File: src/rtl/flash_region_loader_pkg.sv
// flash_region_loader_pkg
//   Shared types and constants for the boot-time flash-to-SD-RAM copier.
//   - load_region_t : one table entry {flash_addr, ram_addr, size}, sizes in bytes
//   - LOAD_REGIONS  : number of entries in the default load table
//   - LR_*          : index of each region inside the table / region_en mask
//   - LOAD_TABLE    : default table built from the flash/RAM layout constants
//   - region_ok()   : true when an entry's size and RAM address are both even
package flash_region_loader_pkg;

  typedef struct packed {
    logic [23:0] flash_addr;
    logic [23:0] ram_addr;
    logic [23:0] size;
  } load_region_t;

  localparam int LOAD_REGIONS = 4;

  typedef load_region_t [LOAD_REGIONS-1:0] load_table_t;

  localparam int LR_NEXTOR  = 0;
  localparam int LR_FM      = 1;
  localparam int LR_PAC     = 2;
  localparam int LR_MEGAROM = 3;

  // Flash image layout and SD-RAM placement of each boot region.
  localparam logic [23:0] NEXTOR_FLASH_ADDR  = 24'h10_0000;
  localparam logic [23:0] NEXTOR_RAM_ADDR    = 24'h00_0000;
  localparam logic [23:0] NEXTOR_SIZE        = 24'h02_0000;
  localparam logic [23:0] FM_FLASH_ADDR      = 24'h12_0000;
  localparam logic [23:0] FM_RAM_ADDR        = 24'h02_0000;
  localparam logic [23:0] FM_SIZE            = 24'h00_4000;
  localparam logic [23:0] PAC_FLASH_ADDR     = 24'h12_4000;
  localparam logic [23:0] PAC_RAM_ADDR       = 24'h02_4000;
  localparam logic [23:0] PAC_SIZE           = 24'h00_2000;
  localparam logic [23:0] MEGAROM_FLASH_ADDR = 24'h20_0000;
  localparam logic [23:0] MEGAROM_RAM_ADDR   = 24'h10_0000;
  localparam logic [23:0] MEGAROM_SIZE       = 24'h10_0000;

  function automatic load_table_t build_load_table();
    load_table_t t;
    t[LR_NEXTOR]  = '{flash_addr: NEXTOR_FLASH_ADDR,  ram_addr: NEXTOR_RAM_ADDR,  size: NEXTOR_SIZE};
    t[LR_FM]      = '{flash_addr: FM_FLASH_ADDR,      ram_addr: FM_RAM_ADDR,      size: FM_SIZE};
    t[LR_PAC]     = '{flash_addr: PAC_FLASH_ADDR,     ram_addr: PAC_RAM_ADDR,     size: PAC_SIZE};
    t[LR_MEGAROM] = '{flash_addr: MEGAROM_FLASH_ADDR, ram_addr: MEGAROM_RAM_ADDR, size: MEGAROM_SIZE};
    return t;
  endfunction

  localparam load_table_t LOAD_TABLE = build_load_table();

  // Words are written whole, so an odd size or odd RAM address cannot be copied.
  function automatic logic region_ok(input load_region_t r);
    return !r.size[0] && !r.ram_addr[0];
  endfunction

endpackage

File: src/rtl/flash_region_loader.sv
// flash_region_loader
//   Copies each enabled, non-empty region of TABLE from SPI flash into SD-RAM,
//   one little-endian 16-bit word at a time, after a one-cycle start pulse.
// Ports:
//   clk, reset_n           clock, asynchronous active-low reset
//   start, region_en       start pulse and per-region enable (sampled at start)
//   busy, done, cur_region status; done is sticky until the next accepted start
//   fl_cmd_*               flash read command (valid/ready)
//   fl_data_*              flash byte stream (valid/ready)
//   ram_req/ack/addr/wdata SD-RAM word write, req held until a one-cycle ack
//   dbg_state              current FSM state encoding
// Handshakes: a transfer happens on a rising clk edge where valid and ready are
// both high; a source keeps valid and its payload stable until that edge.
module flash_region_loader
  import flash_region_loader_pkg::*;
#(
  parameter int REGIONS = LOAD_REGIONS,
  parameter load_region_t [REGIONS-1:0] TABLE = LOAD_TABLE
) (
  input  logic               clk,
  input  logic               reset_n,
  input  logic               start,
  input  logic [REGIONS-1:0] region_en,
  output logic               busy,
  output logic               done,
  output logic [2:0]         cur_region,
  output logic               fl_cmd_valid,
  input  logic               fl_cmd_ready,
  output logic [23:0]        fl_cmd_addr,
  output logic [23:0]        fl_cmd_len,
  input  logic               fl_data_valid,
  input  logic [7:0]         fl_data,
  output logic               fl_data_ready,
  output logic               ram_req,
  input  logic               ram_ack,
  output logic [23:0]        ram_addr,
  output logic [15:0]        ram_wdata,
  output logic [2:0]         dbg_state
);

  localparam int IDX_W = 4;

  // Table sanity is checked when the design is elaborated.
  if (REGIONS < 1 || REGIONS > 8) begin : g_bad_regions
    $error("flash_region_loader: REGIONS must be 1..8");
  end
  for (genvar g = 0; g < REGIONS; g++) begin : g_table_check
    if (!region_ok(TABLE[g])) begin : g_bad_entry
      $error("flash_region_loader: odd size or ram_addr in table entry");
    end
  end

  typedef enum logic [2:0] {
    S_IDLE   = 3'd0,
    S_SELECT = 3'd1,
    S_CMD    = 3'd2,
    S_LO     = 3'd3,
    S_HI     = 3'd4,
    S_WRITE  = 3'd5,
    S_NEXT   = 3'd6,
    S_DONE   = 3'd7
  } state_t;

  state_t             state_q, state_d;
  logic [IDX_W-1:0]   idx_q, idx_d;
  logic [REGIONS-1:0] mask_q, mask_d;
  logic [23:0]        rem_q, rem_d;
  logic               done_q, done_d;
  logic               busy_q, busy_d;
  logic [2:0]         cur_region_q, cur_region_d;
  logic               fl_cmd_valid_q, fl_cmd_valid_d;
  logic [23:0]        fl_cmd_addr_q, fl_cmd_addr_d;
  logic [23:0]        fl_cmd_len_q, fl_cmd_len_d;
  logic               fl_data_ready_q, fl_data_ready_d;
  logic               ram_req_q, ram_req_d;
  logic [23:0]        ram_addr_q, ram_addr_d;
  logic [15:0]        ram_wdata_q, ram_wdata_d;

  load_region_t       sel;
  logic               sel_en;

  // Entry and enable bit for the current index; idx==REGIONS selects nothing.
  always_comb begin
    sel    = '0;
    sel_en = 1'b0;
    for (int g = 0; g < REGIONS; g++) begin
      if (idx_q == IDX_W'(g)) begin
        sel    = TABLE[g];
        sel_en = mask_q[g];
      end
    end
  end

  always_comb begin
    state_d       = state_q;
    idx_d         = idx_q;
    mask_d        = mask_q;
    rem_d         = rem_q;
    done_d        = done_q;
    fl_cmd_addr_d = fl_cmd_addr_q;
    fl_cmd_len_d  = fl_cmd_len_q;
    ram_addr_d    = ram_addr_q;
    ram_wdata_d   = ram_wdata_q;

    case (state_q)
      S_IDLE: begin
        if (start) begin
          mask_d  = region_en;
          done_d  = 1'b0;
          idx_d   = '0;
          state_d = S_SELECT;
        end
      end
      S_SELECT: begin
        if (idx_q == IDX_W'(REGIONS)) begin
          done_d  = 1'b1;
          state_d = S_DONE;
        end else if (!sel_en || sel.size == 24'd0) begin
          state_d = S_NEXT;
        end else begin
          fl_cmd_addr_d = sel.flash_addr;
          fl_cmd_len_d  = sel.size;
          ram_addr_d    = sel.ram_addr;
          rem_d         = sel.size;
          state_d       = S_CMD;
        end
      end
      S_CMD: begin
        if (fl_cmd_ready) state_d = S_LO;
      end
      S_LO: begin
        if (fl_data_valid) begin
          ram_wdata_d[7:0] = fl_data;
          state_d          = S_HI;
        end
      end
      S_HI: begin
        if (fl_data_valid) begin
          ram_wdata_d[15:8] = fl_data;
          state_d           = S_WRITE;
        end
      end
      S_WRITE: begin
        if (ram_ack) begin
          ram_addr_d = ram_addr_q + 24'd2;
          rem_d      = rem_q - 24'd2;
          state_d    = (rem_q == 24'd2) ? S_NEXT : S_LO;
        end
      end
      S_NEXT: begin
        idx_d   = idx_q + 1'b1;
        state_d = S_SELECT;
      end
      S_DONE: begin
        state_d = S_IDLE;
      end
      default: state_d = S_IDLE;
    endcase

    // Outputs are decoded from the next state so that every output is a flop
    // that lines up with the state it belongs to.
    busy_d          = (state_d != S_IDLE) && (state_d != S_DONE);
    fl_cmd_valid_d  = (state_d == S_CMD);
    fl_data_ready_d = (state_d == S_LO) || (state_d == S_HI);
    ram_req_d       = (state_d == S_WRITE);
    cur_region_d    = idx_d[2:0];
  end

  always_ff @(posedge clk or negedge reset_n) begin
    if (!reset_n) begin
      state_q         <= S_IDLE;
      idx_q           <= '0;
      mask_q          <= '0;
      rem_q           <= '0;
      done_q          <= 1'b0;
      busy_q          <= 1'b0;
      cur_region_q    <= '0;
      fl_cmd_valid_q  <= 1'b0;
      fl_cmd_addr_q   <= '0;
      fl_cmd_len_q    <= '0;
      fl_data_ready_q <= 1'b0;
      ram_req_q       <= 1'b0;
      ram_addr_q      <= '0;
      ram_wdata_q     <= '0;
    end else begin
      state_q         <= state_d;
      idx_q           <= idx_d;
      mask_q          <= mask_d;
      rem_q           <= rem_d;
      done_q          <= done_d;
      busy_q          <= busy_d;
      cur_region_q    <= cur_region_d;
      fl_cmd_valid_q  <= fl_cmd_valid_d;
      fl_cmd_addr_q   <= fl_cmd_addr_d;
      fl_cmd_len_q    <= fl_cmd_len_d;
      fl_data_ready_q <= fl_data_ready_d;
      ram_req_q       <= ram_req_d;
      ram_addr_q      <= ram_addr_d;
      ram_wdata_q     <= ram_wdata_d;
    end
  end

  assign busy          = busy_q;
  assign done          = done_q;
  assign cur_region    = cur_region_q;
  assign fl_cmd_valid  = fl_cmd_valid_q;
  assign fl_cmd_addr   = fl_cmd_addr_q;
  assign fl_cmd_len    = fl_cmd_len_q;
  assign fl_data_ready = fl_data_ready_q;
  assign ram_req       = ram_req_q;
  assign ram_addr      = ram_addr_q;
  assign ram_wdata     = ram_wdata_q;
  assign dbg_state     = state_q;

endmodule

File: config.mk
export PLATFORM = sky130hd
export DESIGN_NAME = flash_region_loader
export DESIGN_NICKNAME = d
export VERILOG_FILES = /design/src/rtl/flash_region_loader_pkg.sv /design/src/rtl/flash_region_loader.sv
export SDC_FILE = /design/constraint.sdc
export NUM_CORES = 1
export LEC_CHECK = 0
export CAP_MARGIN = 15
export CELL_PAD_IN_SITES_DETAIL_PLACEMENT = 1
export CELL_PAD_IN_SITES_GLOBAL_PLACEMENT = 1
export CORE_UTILIZATION = 35
export DETAILED_ROUTE_END_ITERATION = 6
export DONT_BUFFER_PORTS = 1
export PLACE_DENSITY = 0.57
export SYNTH_ARGS = -nofsm -noshare
export SYNTH_HDL_FRONTEND = slang
export SYNTH_SLANG_ARGS = --single-unit
File: constraint.sdc
create_clock -name clk -period 3.6 [get_ports clk]
set_input_delay 1.08 -clock clk [delete_from_list [all_inputs] [get_ports clk]]
set_output_delay 1.08 -clock clk [all_outputs]
set_load 0.005 [all_outputs]
# After elaboration in Yosys (flattened, before gate mapping)

Cells that the tools add are included.

Reductions and logical operators: 18
Muxes and demuxes: 30
Add/sub/neg operators: 3
Equal/unequal tests: 22
Bitwise logic cells: 2

Operators by type and width:

| cell                    | count |
|---|---|
| $mux W24                | 6 |
| $mux W72                | 2 |
| $mux W69                | 2 |
| $pmux W24 S2            | 2 |
| $add A24 B2 Y24 const B | 1 |
| $eq A24 B2 Y1 const B   | 1 |
| $logic_not A24 Y1       | 1 |
| $mux W3                 | 8 |
| $pmux W3 S8             | 1 |
| $sub A24 B2 Y24 const B | 1 |
| $eq A3 B3 Y1 const B    | 6 |
| $eq A3 B2 Y1 const B    | 4 |
| $ne A2 B2 Y1 const B    | 5 |
| $eq A4 B2 Y1 const B    | 2 |
| $pmux W4 S2             | 1 |
| $reduce_and A2 Y1       | 4 |
| $mux W1                 | 6 |
| $reduce_and A3 Y1       | 2 |
| $reduce_bool A2 Y1      | 3 |
| $add A4 B1 Y4 const B   | 1 |
| $eq A4 B1 Y1 const B    | 1 |
| $eq A4 B3 Y1 const B    | 1 |
| $logic_not A4 Y1        | 1 |
| $mux W4                 | 1 |
| 10 further kinds        | 12 |

Logic and storage cells: 90
Bits in registers: 128
Bits of input ports: 18
Output and inout bits: 99

# Logic depth before layout (Yosys ltp)

Depth in word-level cells: 12
Depth in mapped cells: 10
Mapped depth without buffers: 7

# Least setup slack after synthesis

Ideal clock, no wire load.

Path kind: input port to flip-flop
Start: in ram_ack
End: reg ram_addr_q[16] (netlist: ram_addr[16])
Data arrival time: 2,330 ps
Library setup time: 78 ps
Stages on the path: 7
Setup slack: 1,192 ps
Data required time: 3,522 ps
Path through: and4b_1 -> nor2_1 -> a31o_1 -> buf_6 -> buf_6 -> or4_1 -> a21oi_1

Word-level cells in the longest chain between the ends: 2

RTL lines:

| what                               | RTL line                   | RTL |
|---|---|---|
| from (decl)                        | flash_region_loader.sv:35  | `input logic ram_ack,` |
| $ne A2 B2 Y1 (no source line)      | n/a                        |  |
| $reduce_and A4 Y1 (no source line) | n/a                        |  |
| to (signal assigned)               | flash_region_loader.sv:198 | `ram_addr_q <= ram_addr_d;` |
| to (decl)                          | flash_region_loader.sv:76  | `logic [23:0] ram_addr_q, ram_addr_d;` |

No other way between the ends.
A chain may end at the register's enable or synchronous reset.

# Worst setup path after layout

Start: reg state_q[0] (netlist: dbg_state[0])
End: reg rem_q[18]

Word-level cells in the longest chain between the ends: 3
Elaborated cells on any way between the ends: 8
Classes of those cells: 5 x eq/ne; 1 x mux; 2 x reduce/logical

RTL lines:

| what                                                                | RTL line                   | RTL |
|---|---|---|
| from (decl)                                                         | flash_region_loader.sv:64  | `state_t state_q, state_d;` |
| from (signal assigned)                                              | flash_region_loader.sv:186 | `state_q <= state_d;` |
| $eq A3 B1 Y1 or $eq A3 B3 Y1 (tied branches)                        | flash_region_loader.sv:105 | `case (state_q)` |
| $ne A2 B2 Y1 (no source line) or $reduce_bool A2 Y1 (tied branches) | n/a                        |  |
| $reduce_and A4 Y1 (no source line)                                  | n/a                        |  |
| to (signal assigned)                                                | flash_region_loader.sv:189 | `rem_q <= rem_d;` |
| to (decl)                                                           | flash_region_loader.sv:67  | `logic [23:0] rem_q, rem_d;` |

Parallel ways exist; a longest one is shown, timed or not.

==> flow_summary_export.csv <==
group,metric,value,unit
status,status,"complete, no violations",
clock_network,numCtsBuffers,9,
floorplan,die_h,116.8,um
clock_network,path_clk_slew,0.07,ns
logic_synthesis,synth-edff-count,0,
placed_design,place.gp.congestion,0.7684,
sta,fin_skew,0.007904,ns
sta,grt_setup_unrepaired,"no",
power,sequentialPowerShare,41.7,%
clock_network,clock_latency,0.35,ns
power,finalPower,3.961,mW
logic_synthesis,ys_ff_latch,84,
setup_path,cp.required,3.87,ns
routing,vias_per_cell,5.392,
grt,grt_pass1_vias,3492,
grt,antenna_found_initial,0,
logic_synthesis,synth-main-ff-cell,"dfrtp_1",
grt,grt_usage,17.56,%
cells_and_area,syn2layout_area_growth,5.128,%
setup_path,worstSetupEndpointType,"register",
clock_network,root_buffer,"clkbuf_16",
clock_network,clock_sink_count,84,
logic_synthesis,syn_area,0.004612,mm^2
sta,hold_violations,0,
logic_synthesis,synth_cell_types,61,
run,maxCapViolations,0,
floorplan,start_util,36.25,%
cells_and_area,layout.cells.most_common_list,"84 x dfrtp_1, 41 x nor2_1, 41 x conb_1",
routing,dr.first_iter.drc_count,169,
clock_network,cts_resized,0,
setup_path,crit_type,"register to register",
grt,grt-ovfl-total,0,
sta,fmax,351.4,MHz
sta,slew_headroom,44.49,%
floorplan,rows,41,
power,p_comb_share,35.5,%
clock_network,cts.htree.levels,3,
setup_path,crit_arrival,3.12,ns
power,ir_drop,0.3804,mV
logic_synthesis,yosys-top-cells-area,"dfrtp_1 46%, buf_4 7.5%, mux2_2 4.9%",
clock_network,max-clock-path-buffers,2,
clock_network,cts_hold_buf,0,
cells_and_area,drive_above_1_share,11.64,%
power,power.leakage,2.093,nW
clock_network,post-cts-setup-buffers,0,
floorplan,core,0.01272,mm^2
placed_design,dp_hpwl,7707,um
grt,grt_pass1_wl,18090,um
logic_synthesis,syn_inst,468,
floorplan,die_w,116.8,um
routing,drc_errors,0,
routing,vias,3429,
setup_path,crit_path_max_fanout,55,
sta,fin_tns_setup,0,ns
cells_and_area,fin_nets,483,
logic_synthesis,synth_area_leader_cell,"dfrtp_1",
hold_path,hold_class,"primary input to async pin",
power,p_clk_share,22.7,%
power,internal-power,2.335,mW
placed_design,numPortBuffers,0,
sta,finalSetupViolCount,0,
sta,period_needed,2.846,ns
cells_and_area,fillers,1501,
setup_path,start_kind,"register",
grt,grt_max_degree,85,
power,power.density,817.0,mW/mm^2
routing,antenna_left,0,
logic_synthesis,yosysWarnings,0,
logic_synthesis,synthArstFlopShare,100.0,%
routing,wirelength,11100,um
power,switching_power,1.626,mW
cells_and_area,final_common_cell,"dfrtp_1",
cells_and_area,diodes,0,
routing,post_drt_wl_per_cell,17.45,um
logic_synthesis,ys_seq_area_share,45.58,%
power,swShare,41.06,%
logic_synthesis,avgSynthCellArea,9.855,um^2
clock_network,cts_tree,"yes",
routing,firstDrtPassIters,4,
sta,final.period_utilization,79.05,%
logic_synthesis,yosysTopAreaCellShare,45.58,%
sta,slew_violations,0,
floorplan,die-area,0.01364,mm^2
sta,worst_slew_pin_slew,0.8211,ns
floorplan,ioPinCount,117,
synthesized netlist by cell type (3+ instances only):
cell type	number
o31ai_1	11
nor3b_1	4
o21a_1	4
nand3_1	15
o21ai_0	19
nor3_1	11
xnor2_1	4
nand4_1	11
and3_1	4
ha_1	6
clkbuf_1	11
a21oi_1	25
buf_4	46
xor2_1	11
nand2_1	33
or4_1	14
nor4_1	7
buf_2	4
mux2_2	20
or3_1	8
buf_6	3
dfrtp_1	84
nor2_1	41
o22a_1	5
and4_1	3
a31oi_1	5
nand3b_1	3
inv_1	11
a2bb2oi_1	4
through the flow:
step	setup WS [ns]	area, um^2	utilization [%]	cells	hold slack (ns)
2_1_floorplan	1.192	4762	-	508	0.4733
3_3_place_gp	0.8758	4564	35.88	620	0.4913
3_5_place_dp	0.8240	4564	35.88	620	0.5037
4_1_cts	0.8024	4848	38.11	636	0.4082
5_1_grt	0.5141	4848	38.11	636	0.3984
6_report	0.7541	4848	38.11	636	0.4217
power groups by stage:
stage	Combinational, mW	Sequential, mW	Clock [mW]
2_1_floorplan	1.24	1.52	0
3_3_place_gp	1.38	1.66	0
3_5_place_dp	1.42	1.67	0
4_1_cts	1.43	1.66	0.932
5_1_grt	1.59	1.71	0.966
6_report	1.41	1.65	0.901
layout make-up:
class	count	area (um^2)	share of cell area, %
Timing Repair Buffer	5	37.54	0.7742
Sequential cell	84	2102	43.35
Clock inverter	7	58.81	1.213
Inverter	11	41.29	0.8516
Clock buffer	9	225.2	4.645
Multi-Input combinational cell	348	2168	44.72
Tap cell	172	215.2	4.439
critical path, cell delays in order, from the launching register on:
cell and delay, ns:
dfrtp_1 0.60, and3b_1 0.61, nand2_1 0.26, a31o_1 0.28
buf_4 0.28, or4b_1 0.55, a21oi_1 0.16
worst paths after layout:
kind	startpoint	end	slack, ns	cells past startpoint
max	dbg_state[0]$_DFF_PN0_	rem_q[18]$_DFFE_PN0P_	0.75	6
min	reset_n	ram_addr[20]$_DFFE_PN0P_	0.42	0
max reg2reg	dbg_state[0]$_DFF_PN0_	rem_q[18]$_DFFE_PN0P_	0.75	6
min reg2reg	mask_q[1]$_DFFE_PN0P_	mask_q[1]$_DFFE_PN0P_	0.52	1
max in group asynchronous	reset_n	ram_wdata[7]$_DFFE_PN0P_	3.06	0
min in group clk	mask_q[1]$_DFFE_PN0P_	mask_q[1]$_DFFE_PN0P_	0.52	1
flip-flops by register name (all words and copies together), names as in the netlist:
signal / cells
idx_q: 4
ram_wdata: 16
fl_cmd_len: 3
ram_req: 1
busy: 1
rem_q: 23
fl_cmd_valid: 1
dbg_state: 3
fl_data_ready: 1
ram_addr: 23
done: 1
fl_cmd_addr: 3
mask_q: 4
metal layers:
layer	up-vias	global-route usage, %	share of wire (%)
li1	1594	-	-
met1	1731	21.75	44
met2	95	28.48	48
met3	9	6.025	6.8
met4	0	6.245	1.3
met5	-	0	0
logic make-up after synthesis:
logic type,synth area share (%)
compound gates,13.54
xor+xnor,2.848
fa+ha+maj,1.628
buf+inv,10.74
flops,45.58
mux,4.883
other cells,0.08131
simple gates,20.70
Note: power is estimated with default switching activity, not from simulation.
